[config.mk]
export PLATFORM = sky130hd
export DESIGN_NAME = iter_divider
export DESIGN_NICKNAME = d
export VERILOG_FILES = /design/src/rtl/arith_pkg.sv /design/src/rtl/restoring_div_step.sv /design/src/rtl/iter_divider.sv
export SDC_FILE = /design/constraint.sdc
export NUM_CORES = 1
export LEC_CHECK = 0
export CAP_MARGIN = 25
export CELL_PAD_IN_SITES_DETAIL_PLACEMENT = 1
export CELL_PAD_IN_SITES_GLOBAL_PLACEMENT = 2
export CORE_UTILIZATION = 28
export CTS_CLUSTER_SIZE = 16
export DETAILED_ROUTE_END_ITERATION = 6
export GPL_ROUTABILITY_DRIVEN = 0
export PLACE_DENSITY_LB_ADDON = 0.3
export SLEW_MARGIN = 20
export SYNTH_ARGS = -nofsm -noshare
export SYNTH_HDL_FRONTEND = slang
export SYNTH_SLANG_ARGS = --single-unit
[constraint.sdc]
create_clock -name clk -period 16.49 [get_ports clk]
set_input_delay 1.649 -clock clk [delete_from_list [all_inputs] [get_ports clk]]
set_output_delay 1.649 -clock clk [all_outputs]
set_load 0.02 [all_outputs]
[src/rtl/arith_pkg.sv]
// arith_pkg: shared types and sizing helpers for the iterative arithmetic units
package arith_pkg;
    typedef enum logic [1:0] {IDLE, BUSY, DONE} state_e;
    localparam int DEF_WIDTH = 32;
    localparam int DEF_TAG_W = 4;
    function automatic int cnt_w(input int w);
        return $clog2(w);
    endfunction
endpackage

[src/rtl/restoring_div_step.sv]
// restoring_div_step: one combinational subtract-and-restore division step
module restoring_div_step #(
    parameter int WIDTH = 32
) (
    input  logic [WIDTH-1:0] rem,
    input  logic             q_msb,
    input  logic [WIDTH-1:0] divisor,
    output logic [WIDTH-1:0] next_rem,
    output logic             q_bit
);
    logic [WIDTH:0] t, b, s;
    logic [WIDTH:0] c;
    assign t = {rem, q_msb};
    assign b = ~{1'b0, divisor};
    assign c[0] = 1'b1;
    for (genvar i = 0; i <= WIDTH; i++) begin : g_sum
        assign s[i] = t[i] ^ b[i] ^ c[i];
    end
    for (genvar i = 0; i < WIDTH; i++) begin : g_carry
        assign c[i+1] = (t[i] & b[i]) | (c[i] & (t[i] ^ b[i]));
    end
    assign q_bit    = ~s[WIDTH];
    assign next_rem = q_bit ? s[WIDTH-1:0] : t[WIDTH-1:0];
endmodule

[src/rtl/iter_divider.sv]
// iter_divider: iterative restoring unsigned divider with tagged valid/ready handshakes
module iter_divider
    import arith_pkg::*;
#(
    parameter int WIDTH = DEF_WIDTH,
    parameter int TAG_W = DEF_TAG_W
) (
    input  logic             clk,
    input  logic             reset,
    input  logic             flush,
    input  logic             in_valid,
    output logic             in_ready,
    input  logic [TAG_W-1:0] in_tag,
    input  logic [WIDTH-1:0] in_dividend,
    input  logic [WIDTH-1:0] in_divisor,
    output logic             out_valid,
    input  logic             out_ready,
    output logic [TAG_W-1:0] out_tag,
    output logic [WIDTH-1:0] out_quotient,
    output logic [WIDTH-1:0] out_remainder,
    output logic             out_div_by_zero
);
    localparam int CW = cnt_w(WIDTH);
    state_e state_q, state_d;
    logic [CW-1:0] cnt_q, cnt_d;
    logic [TAG_W-1:0] tag_q, tag_d;
    logic [WIDTH-1:0] q_q, q_d, rem_q, rem_d, dvs_q, dvs_d;
    logic dbz_q, dbz_d;
    logic [WIDTH-1:0] step_rem;
    logic step_bit;

    restoring_div_step #(.WIDTH(WIDTH)) u_step (
        .rem     (rem_q),
        .q_msb   (q_q[WIDTH-1]),
        .divisor (dvs_q),
        .next_rem(step_rem),
        .q_bit   (step_bit)
    );

    assign in_ready        = state_q == IDLE;
    assign out_valid       = state_q == DONE;
    assign out_tag         = tag_q;
    assign out_quotient    = q_q;
    assign out_remainder   = rem_q;
    assign out_div_by_zero = dbz_q;

    // next state: flush aborts everything, otherwise accept / step / hand off
    always_comb begin
        state_d = state_q;
        cnt_d   = cnt_q;
        tag_d   = tag_q;
        q_d     = q_q;
        rem_d   = rem_q;
        dvs_d   = dvs_q;
        dbz_d   = dbz_q;
        if (flush) begin
            state_d = IDLE;
        end else begin
            case (state_q)
                IDLE: if (in_valid) begin
                    state_d = BUSY;
                    tag_d   = in_tag;
                    q_d     = in_dividend;
                    dvs_d   = in_divisor;
                    rem_d   = '0;
                    cnt_d   = CW'(WIDTH - 1);
                    dbz_d   = in_divisor == '0;
                end
                BUSY: begin
                    rem_d   = step_rem;
                    q_d     = {q_q[WIDTH-2:0], step_bit};
                    cnt_d   = cnt_q - 1'b1;
                    state_d = cnt_q == '0 ? DONE : BUSY;
                end
                DONE: state_d = out_ready ? IDLE : DONE;
                default: state_d = IDLE;
            endcase
        end
    end

    // state and datapath registers, all cleared by reset
    always_ff @(posedge clk) begin
        if (reset) begin
            state_q <= IDLE;
            cnt_q   <= '0;
            tag_q   <= '0;
            q_q     <= '0;
            rem_q   <= '0;
            dvs_q   <= '0;
            dbz_q   <= 1'b0;
        end else begin
            state_q <= state_d;
            cnt_q   <= cnt_d;
            tag_q   <= tag_d;
            q_q     <= q_d;
            rem_q   <= rem_d;
            dvs_q   <= dvs_d;
            dbz_q   <= dbz_d;
        end
    end
endmodule

# --- Word-level counts from Yosys, hierarchy flattened ---
# Index checks and enable logic that the tools add are counted.
classes:
  add_sub_neg: 1
  n_bitwise: 164
  reduce_logical: 7
  mux: 11
  eq_ne: 3
op_table:
  columns: ["operator", "n"]
  rows:
  - ["32-bit case mux with 2 select lines", 2]
  - ["32-bit 2-to-1 mux", 3]
  - ["1-bit XOR", 65]
  - ["1-bit bitwise AND", 63]
  - ["32-bit NOT with 33-bit output", 1]
  - ["32-bit zero test", 1]
  - ["1-bit bitwise OR", 32]
  - ["5-bit case mux with 2 select lines", 1]
  - ["2-bit 2-to-1 mux", 3]
  - ["2-bit case mux with 3 select lines", 1]
  - ["3-bit AND reduction", 2]
  - ["5-bit zero test", 1]
  - ["5-bit 2-to-1 mux", 1]
  - ["5-bit by 1-bit subtractor with 5-bit output, second input constant", 1]
  - ["1-bit NOT", 3]
  - ["2-bit by 1-bit equality test with 1-bit output, second input constant", 1]
  - ["2-bit equality test, second input constant", 1]
  - ["2-bit zero test", 1]
  - ["2-bit inequality test, second input constant", 1]
  - ["2-bit nonzero test", 1]
  - ["2-bit OR reduction", 1]
totals:
  output_inout_bits: 71
  register_bits: 108
  inputBits: 73
  wordCells: 193

# --- Longest topological paths before layout ---
# Gate-level depths: netlist of the first run.
depth:
  ltp_word: 68
  depth_mapped: 39
  depth_no_buf: 38

# --- By module ---
# From an unflattened synthesis of the first run, not the netlist that was laid out.
unflattened:
  cells_unflattened: 607
  area_unflattened_um2: 5469.0
by_module_without_submodules:
  columns: ["module", "area_per_inst_um2", "n_inst", "cells_per_inst"]
  rows:
  - ["iter_divider", 4325.4, 1, 505]
  - ["restoring_div_step", 1143.6, 1, 102]

# --- Least setup slack after synthesis of the first run ---
# OpenSTA, ideal clock, no wires.
synth_path:
  path_type: "register to register"
  from: "reg rem_q[0], in the netlist out_remainder[0]"
  to: "reg rem_q[22], in the netlist out_remainder[22]"
  slack_ps: 3213
  stages_incl_launch_ff: 39
  arrival_ps: 13145
  setup_ps: 132
  t_required_ps: 16358
  path_cell_list: "dfxtp_1 > inv_1 > fa_1 > fa_1 > fa_1 > fa_1 > fa_1 > fa_1 > fa_1 > fa_1 > fa_1 > fa_1 > fa_1 > fa_1 > fa_1 > fa_1 > fa_1 > fa_1 > (+3 left out) > fa_1 > fa_1 > fa_1 > fa_1 > fa_1 > fa_1 > fa_1 > fa_1 > fa_1 > fa_1 > fa_1 > inv_1 > fa_1 > xor2_2 > clkbuf_1 > nand2_1 > o211ai_1 > a21oi_1"
synth_between:
  elab_chain_cells: 66
synth_rtl:
  columns: ["element", "line", "rtl"]
  rows:
  - ["start, declared", "iter_divider.sv:27", "logic [WIDTH-1:0] q_q, q_d, rem_q, rem_d, dvs_q, dvs_d;"]
  - ["start signal, assigned", "iter_divider.sv:96", "rem_q <= rem_d;"]
  - ["1-bit XOR", "restoring_div_step.sv:20", "assign c[i+1] = (t[i] & b[i]) | (c[i] & (t[i] ^ b[i]));"]
  - ["1-bit bitwise AND", "restoring_div_step.sv:20", null]
  - ["1-bit bitwise OR *", "restoring_div_step.sv:20", null]
  - ["1-bit bitwise AND *", "restoring_div_step.sv:20", null]
  - ["1-bit bitwise OR *", "restoring_div_step.sv:20", null]
  - ["1-bit bitwise AND *", "restoring_div_step.sv:20", null]
  - ["1-bit bitwise OR *", "restoring_div_step.sv:20", null]
  - ["1-bit bitwise AND *", "restoring_div_step.sv:20", null]
  - ["(+50 left out)", null, null]
  - ["1-bit bitwise OR", "restoring_div_step.sv:20", null]
  - ["1-bit bitwise AND", "restoring_div_step.sv:20", null]
  - ["1-bit bitwise OR", "restoring_div_step.sv:20", null]
  - ["1-bit bitwise AND", "restoring_div_step.sv:20", null]
  - ["1-bit bitwise OR", "restoring_div_step.sv:20", null]
  - ["1-bit XOR", "restoring_div_step.sv:17", "assign s[i] = t[i] ^ b[i] ^ c[i];"]
  - ["32-bit 2-to-1 mux *", "restoring_div_step.sv:23", "assign next_rem = q_bit ? s[WIDTH-1:0] : t[WIDTH-1:0];"]
  - ["32-bit case mux with 2 select lines *", "iter_divider.sv:59", "case (state_q)"]
# Mark *: on every way between the ends. The rest lies on a longest branch, timed or not.
# A chain may end at the register's enable or synchronous reset.

# --- Final worst setup path of the first run ---
layout_path:
  from: "reg q_q[31], in the netlist out_quotient[31]"
  to: "reg rem_q[12], in the netlist out_remainder[12]"
layout_between:
  elab_chain_cells: 67
layout_rtl:
  columns: ["element", "line", "rtl"]
  rows:
  - ["start, declared", "iter_divider.sv:27", null]
  - ["start signal, assigned", "iter_divider.sv:95", "q_q <= q_d;"]
  - ["1-bit bitwise AND / 1-bit XOR (equally long branches)", "restoring_div_step.sv:20", null]
  - ["1-bit bitwise OR *", "restoring_div_step.sv:20", null]
  - ["1-bit bitwise AND *", "restoring_div_step.sv:20", null]
  - ["1-bit bitwise OR *", "restoring_div_step.sv:20", null]
  - ["1-bit bitwise AND *", "restoring_div_step.sv:20", null]
  - ["1-bit bitwise OR *", "restoring_div_step.sv:20", null]
  - ["1-bit bitwise AND *", "restoring_div_step.sv:20", null]
  - ["1-bit bitwise OR *", "restoring_div_step.sv:20", null]
  - ["(+51 left out)", null, null]
  - ["1-bit bitwise OR", "restoring_div_step.sv:20", null]
  - ["1-bit bitwise AND", "restoring_div_step.sv:20", null]
  - ["1-bit bitwise OR", "restoring_div_step.sv:20", null]
  - ["1-bit bitwise AND", "restoring_div_step.sv:20", null]
  - ["1-bit bitwise OR", "restoring_div_step.sv:20", null]
  - ["1-bit XOR", "restoring_div_step.sv:17", null]
  - ["32-bit 2-to-1 mux *", "restoring_div_step.sv:23", null]
  - ["32-bit case mux with 2 select lines *", "iter_divider.sv:59", null]
# Marks and branches as above.

==> results of run 1 <==
## power groups by stage
stage / clock (uW) / sequential [uW] / combinational (uW)
2_1_floorplan: 0 / 292 / 73.4
3_3_place_gp: 0 / 288 / 129
3_5_place_dp: 0 / 288 / 132
4_1_cts: 231 / 282 / 132
5_1_grt: 242 / 283 / 147
6_report: 223 / 282 / 130
## per-layer routing
layer / routed length [um] / track usage, % / vias up
met5: 14 / 0 / -
li1: - / - / 2180
met3: 1070 / 5.84 / 10
met2: 7220 / 28.7 / 115
met1: 6820 / 20.9 / 2209
met4: 133 / 3.93 / 2
## worst paths after layout
check | from | slack (ns) | cells after the start | to
max | out_quotient[31] | 2.08 | 39 | out_remainder[12]
min | out_tag[2] | 0.46 | 2 | out_tag[2]
max reg2reg | out_quotient[31] | 2.08 | 39 | out_remainder[12]
min reg2reg | out_tag[2] | 0.46 | 2 | out_tag[2]
## cell usage in the layout (no fill, tap or decap), types with 2 or more instances in the layout
cell / synthesis / layout
a211oi_1: 3 / 3
a21oi_1: 73 / 73
a222oi_1: 29 / 29
a22oi_1: 2 / 2
buf_4: 4 / 6
clkbuf_16: 0 / 9
clkdlybuf4s50_1: 0 / 142
dfxtp_1: 108 / 108
fa_1: 31 / 31
ha_1: 2 / 2
inv_1: 37 / 37
mux2_2: 2 / 2
mux2i_1: 2 / 2
nand2_1: 137 / 137
nand3b_1: 3 / 3
nand4_1: 2 / 2
nor2_1: 38 / 38
nor2b_1: 2 / 2
nor3_1: 4 / 4
nor4_1: 6 / 6
o211ai_1: 31 / 31
or4_1: 2 / 2
xor2_1: 2 / 2
## final cells by class
cell class,count,area (um^2)
Clock buffer,11,243
Inverter,37,139
Sequential cell,108,2160
Tap cell,225,282
Multi-Input combinational cell,380,2510
Clock inverter,5,60.1
Fill cell,1957,10500
Timing Repair Buffer,148,1470
## through the flow
step	total power, uW	hold slack [ns]	instances
after floorplan	366	0.436	570
after global placement	417	0.444	898
after detailed placement	419	0.454	898
after CTS	645	0.464	914
after global routing	672	0.493	914
final	635	0.462	914
## registers in the layout, summed over array words and instances (netlist names)
signal / count
dvs_q: 32
out_tag: 4
cnt_q: 5
out_div_by_zero: 1
out_quotient: 32
out_remainder: 32
state_q: 2
## worst max-delay path, delay by kind of cell, from the launching register on
kind	cells	cell delay [ns]
DFF	1	0.39
buffers and inverters	3	0.60
xor gates and xnor gates	1	0.58
AOI/OAI and AO/OA	2	0.20
adders and majority gates	32	12.39
and+or+nand+nor	1	0.10
## cells by family (layout without fill, tap and decap cells)
| family | count (synthesis) | after routing | synth area share [%] |
|---|---|---|---|
| xor+xnor | 3 | 3 | 0.674 |
| simple gates | 198 | 198 | 16.0 |
| fa+ha+maj | 33 | 33 | 12.9 |
| buf+inv | 82 | 201 | 7.37 |
| flops | 108 | 108 | 43.2 |
| mux | 4 | 4 | 0.849 |
| compound gates | 142 | 142 | 19.0 |
==> impl_metrics.py, run 1 <==
metrics = {
    "routing": {
        "dr.pass1.iters": 6,
        "num_vias": 4516,
        "viasPerCell": 4.94,
        "drtIter0Drc": 248,
        "drc": 0,
        "ant_nets": 0,
        "wl_per_cell_um": 16.7,
        "wirelength_um": 15300,
    },
    "yosys": {
        "ys_top_cells_by_count": "nand2_1 (137), dfxtp_1 (108), a21oi_1 (73)",
        "synth_most_common_cell": "nand2_1",
        "synth.area.top_cells": "dfxtp_1 (43%), fa_1 (12%), nand2_1 (10%)",
        "syn_area_per_cell_um2": 8.79,
        "netlist_instances": 570,
        "yosysTopAreaCell": "dfxtp_1",
        "ys.flop_type": "dfxtp_1",
        "ys_seq_area_share_pct": 43.2,
        "synth_edf_count": 0,
        "async_flop_share_pct": 0,
        "synth_cell_types": 34,
        "mappedNetlistArea_um2": 5010,
        "synth_warnings": 0,
        "synth_top_area_share_pct": 43.2,
        "synth_seq_cells": 108,
        "synth_fp_nets": 676,
    },
    "layout": {
        "areaGrowthSynthToFinish_pct": 36.9,
        "diodes": 0,
        "fin_util_pct": 39.5,
        "final_layout_size_suffix_gt1_share_pct": 4.21,
        "fin_area_um2": 6860,
        "nets": 790,
    },
    "flow_run": {
        "cap_violations": 0,
    },
    "pwr": {
        "power.density_nw_per_um2": 92.6,
        "swShare_pct": 28.6,
        "share_comb_of_total_power_pct": 20.5,
        "clkPwrFrac_pct": 35.2,
        "p_switching_uw": 182,
        "power.leakage_uw": 0.00226,
        "p_seq_share_pct": 44.3,
        "p_int_uw": 454,
        "vdd.ir_drop.worst_mv": 0.0519,
    },
    "global_routing": {
        "grt_pass1_wl_um": 24500,
        "antenna_found_initial": 1,
        "grt_pass1_vias": 4766,
        "overflow": 0,
        "grt_max_degree": 88,
        "gr-usage-all-layers_pct": 17.1,
    },
    "worst_hold_path": {
        "hold_class": "reg2reg",
    },
    "sta": {
        "tightest_slew_ns": 0.921,
        "setup_violations": 0,
        "relSlewSlack_pct": 38.6,
        "fin_skew_ns": 0.00888,
        "tns_ns": 0,
        "period_needed_ns": 14.41,
        "hold_viol": 0,
        "fmax_mhz": 69.4,
        "layout_setup_ws_ns": 2.08,
        "rsz0062_at_grt": "no",
        "maxSlewViolCount": 0,
        "period_share_pct": 87.4,
    },
    "worst_setup_path": {
        "crit_slowest_cell": "xor2_4",
        "endpoint_kind": "flop",
        "crit_top_cell": "fa_1",
        "critPathLaunchType": "flop",
        "arrival_ns": 14.60,
        "critPathKind": "reg2reg",
        "path_max_fanout": 38,
        "slowest_delay_ns": 0.58,
        "critPathRequiredTime_ns": 16.68,
    },
    "run_status": {
        "outcome": "complete, no violations",
    },
    "clock_network": {
        "clock_path_buffers": 2,
        "cts_max_level": 3,
        "cts_tree": "done",
        "cts_sinks": 108,
        "ctsHoldBuffers": 0,
        "ctsRootBufferMaster": "clkbuf_16",
        "numCtsBuffers": 9,
        "cts.repair.resized": 0,
        "clkTransAtPathRegs_ns": 0.07,
        "postCtsSetupBuffers": 0,
        "clk_latency_ns": 0.36,
    },
    "die": {
        "ioPinCount": 144,
        "start_util_pct": 28.9,
        "die_h_um": 136,
        "rows": 48,
        "die_w_um": 136,
        "core_um2": 17400,
        "dieArea_um2": 18400,
    },
    "placement": {
        "port_buffers": 143,
        "place_ws_ns": 2.07,
        "hpwl_um": 10700,
        "placed_area_um2": 6560,
    },
}
Power figures use the tool's default switching activity.
==> inputs of run 2 (changes only) <==
--- a/config.mk
+++ b/config.mk
@@ -5,10 +5,11 @@
 export SDC_FILE = /design/constraint.sdc
 export NUM_CORES = 1
 export LEC_CHECK = 0
+export ABC_CLOCK_PERIOD_IN_PS = 17400
 export CAP_MARGIN = 25
 export CELL_PAD_IN_SITES_DETAIL_PLACEMENT = 1
 export CELL_PAD_IN_SITES_GLOBAL_PLACEMENT = 2
-export CORE_UTILIZATION = 28
+export CORE_UTILIZATION = 30
 export CTS_CLUSTER_SIZE = 16
 export DETAILED_ROUTE_END_ITERATION = 6
 export GPL_ROUTABILITY_DRIVEN = 0
==> constraint.sdc (replaced) <==
create_clock -name clk -period 17.4 [get_ports clk]
set_input_delay 1.74 -clock clk [delete_from_list [all_inputs] [get_ports clk]]
set_output_delay 1.74 -clock clk [all_outputs]
set_load 0.02 [all_outputs]
==> impl_metrics.py, run 2 (same netlist as run 1, synthesis figures left out) <==
metrics = {
    "routing": {
        "ant_nets": 0,
        "num_vias": 4586,
        "wl_per_cell_um": 17.0,
        "viasPerCell": 5.06,
        "wirelength_um": 15400,
        "dr.pass1.iters": 5,
        "drtIter0Drc": 230,
        "drc": 0,
    },
    "placement": {
        "hpwl_um": 10400,
        "port_buffers": 143,
        "place_ws_ns": 2.76,
        "placed_area_um2": 6550,
    },
    "clock_network": {
        "clk_latency_ns": 0.35,
        "numCtsBuffers": 9,
        "clkTransAtPathRegs_ns": 0.07,
        "cts_max_level": 3,
        "postCtsSetupBuffers": 0,
        "cts_tree": "done",
        "ctsRootBufferMaster": "clkbuf_16",
        "ctsHoldBuffers": 0,
        "clock_path_buffers": 2,
        "cts.repair.resized": 0,
        "cts_sinks": 108,
    },
    "sta": {
        "hold_viol": 0,
        "period_share_pct": 84.9,
        "layout_setup_ws_ns": 2.63,
        "maxSlewViolCount": 0,
        "fmax_mhz": 67.7,
        "tns_ns": 0,
        "rsz0062_at_grt": "no",
        "setup_violations": 0,
        "fin_skew_ns": 0.00888,
        "relSlewSlack_pct": 36.0,
        "period_needed_ns": 14.77,
        "tightest_slew_ns": 0.960,
    },
    "pwr": {
        "power.density_nw_per_um2": 92.3,
        "vdd.ir_drop.worst_mv": 0.0534,
        "power.total_uw": 639,
        "power.leakage_uw": 0.00229,
    },
    "worst_setup_path": {
        "worstRegToRegCells": 39,
        "arrival_ns": 14.97,
        "path_buf_inv": 3,
        "critPathTopFamily": "adder cells",
        "path_max_fanout": 41,
        "path_depth": 39,
        "critPathRequiredTime_ns": 17.60,
        "critPathLaunchType": "flop",
        "crit_top_cell": "fa_1",
        "slowest_delay_ns": 0.53,
        "crit_slowest_cell": "xor2_4",
        "rrSetupSlack_ns": 2.63,
        "critPathKind": "reg2reg",
        "endpoint_kind": "flop",
    },
    "layout": {
        "final_layout_size_suffix_gt1_share_pct": 4.49,
        "fin_area_um2": 6930,
        "final_cell_mix": "clkdlybuf4s50_1 (142), nand2_1 (137), dfxtp_1 (108)",
        "fillers": 1863,
        "nets": 791,
        "diodes": 0,
        "final_common_cell": "clkdlybuf4s50_1",
        "areaGrowthSynthToFinish_pct": 38.2,
    },
    "die": {
        "core_um2": 16100,
        "start_util_pct": 31.1,
        "dieArea_um2": 17200,
        "ioPinCount": 144,
        "die_h_um": 131,
        "die_w_um": 131,
        "rows": 46,
    },
    "worst_hold_path": {
        "min_path_cells": 2,
        "hold_class": "reg2reg",
    },
    "global_routing": {
        "antenna_found_initial": 0,
        "gr-usage-all-layers_pct": 18.7,
        "grt_pass1_vias": 4974,
        "grt_max_degree": 90,
        "grt_pass1_wl_um": 25800,
        "overflow": 0,
    },
    "flow_run": {
        "cap_violations": 0,
    },
    "run_status": {
        "outcome": "complete, no violations",
    },
}
==> run 2: cell types whose count changed in the layout (fill, tap and decap cells not counted), sizes merged <==
cell    delta
clkinv     -2
buf        +1
bufinv     +2
==> run 2: worst paths after layout <==
check                                 startpoint                end
worst max-delay path            out_quotient[31]  out_remainder[31]
worst min-delay path                  out_tag[2]         out_tag[2]
worst max register to register  out_quotient[31]  out_remainder[31]
worst min register to register        out_tag[2]         out_tag[2]
==> run 2: cell type report <==
cell class | count | area, um^2 | area share [%]
sequential | 108 | 2160 | 31.2
multi-input combinational | 380 | 2510 | 36.2
tap | 216 | 270 | 3.90
clock buffer | 11 | 253 | 3.65
clock inverter | 5 | 106 | 1.54
inverter | 37 | 139 | 2.01
timing repair buffer | 149 | 1490 | 21.5
==> run 2: routing by layer <==
metal  GRT usage [%]  up-vias  share of wire (%)
met1            22.8     2266                 44
met5               0        -                  0
li1                -     2183                  -
met2            31.0      126                 47
met3            6.40       11                7.6
met4            5.42        0               0.99
==> run 2: stage by stage <==
step | util, % | cells | hold slack, ns
5_1_grt | 43.0 | 906 | 0.482
6_report | 43.0 | 906 | 0.464
3_5_place_dp | 40.6 | 889 | 0.458
2_1_floorplan | - | 570 | 0.436
3_3_place_gp | 40.6 | 889 | 0.445
4_1_cts | 42.8 | 905 | 0.469
==> run 2: where the power goes <==
part,internal (uW),switching [uW]
Sequential,258,9.40
Combinational,57.6,70.1
Clock,149,95.0
Total,464,175
==> run 2: worst reg2reg max path: cells and delay by family, from the launching register on <==
family	cells	cell delay, ns
xor+xnor	1	0.54
simple gates	1	0.05
buf+inv	3	0.63
flops	1	0.38
compound gates	1	0.13
fa+ha+maj	32	12.51
mux	1	0.39
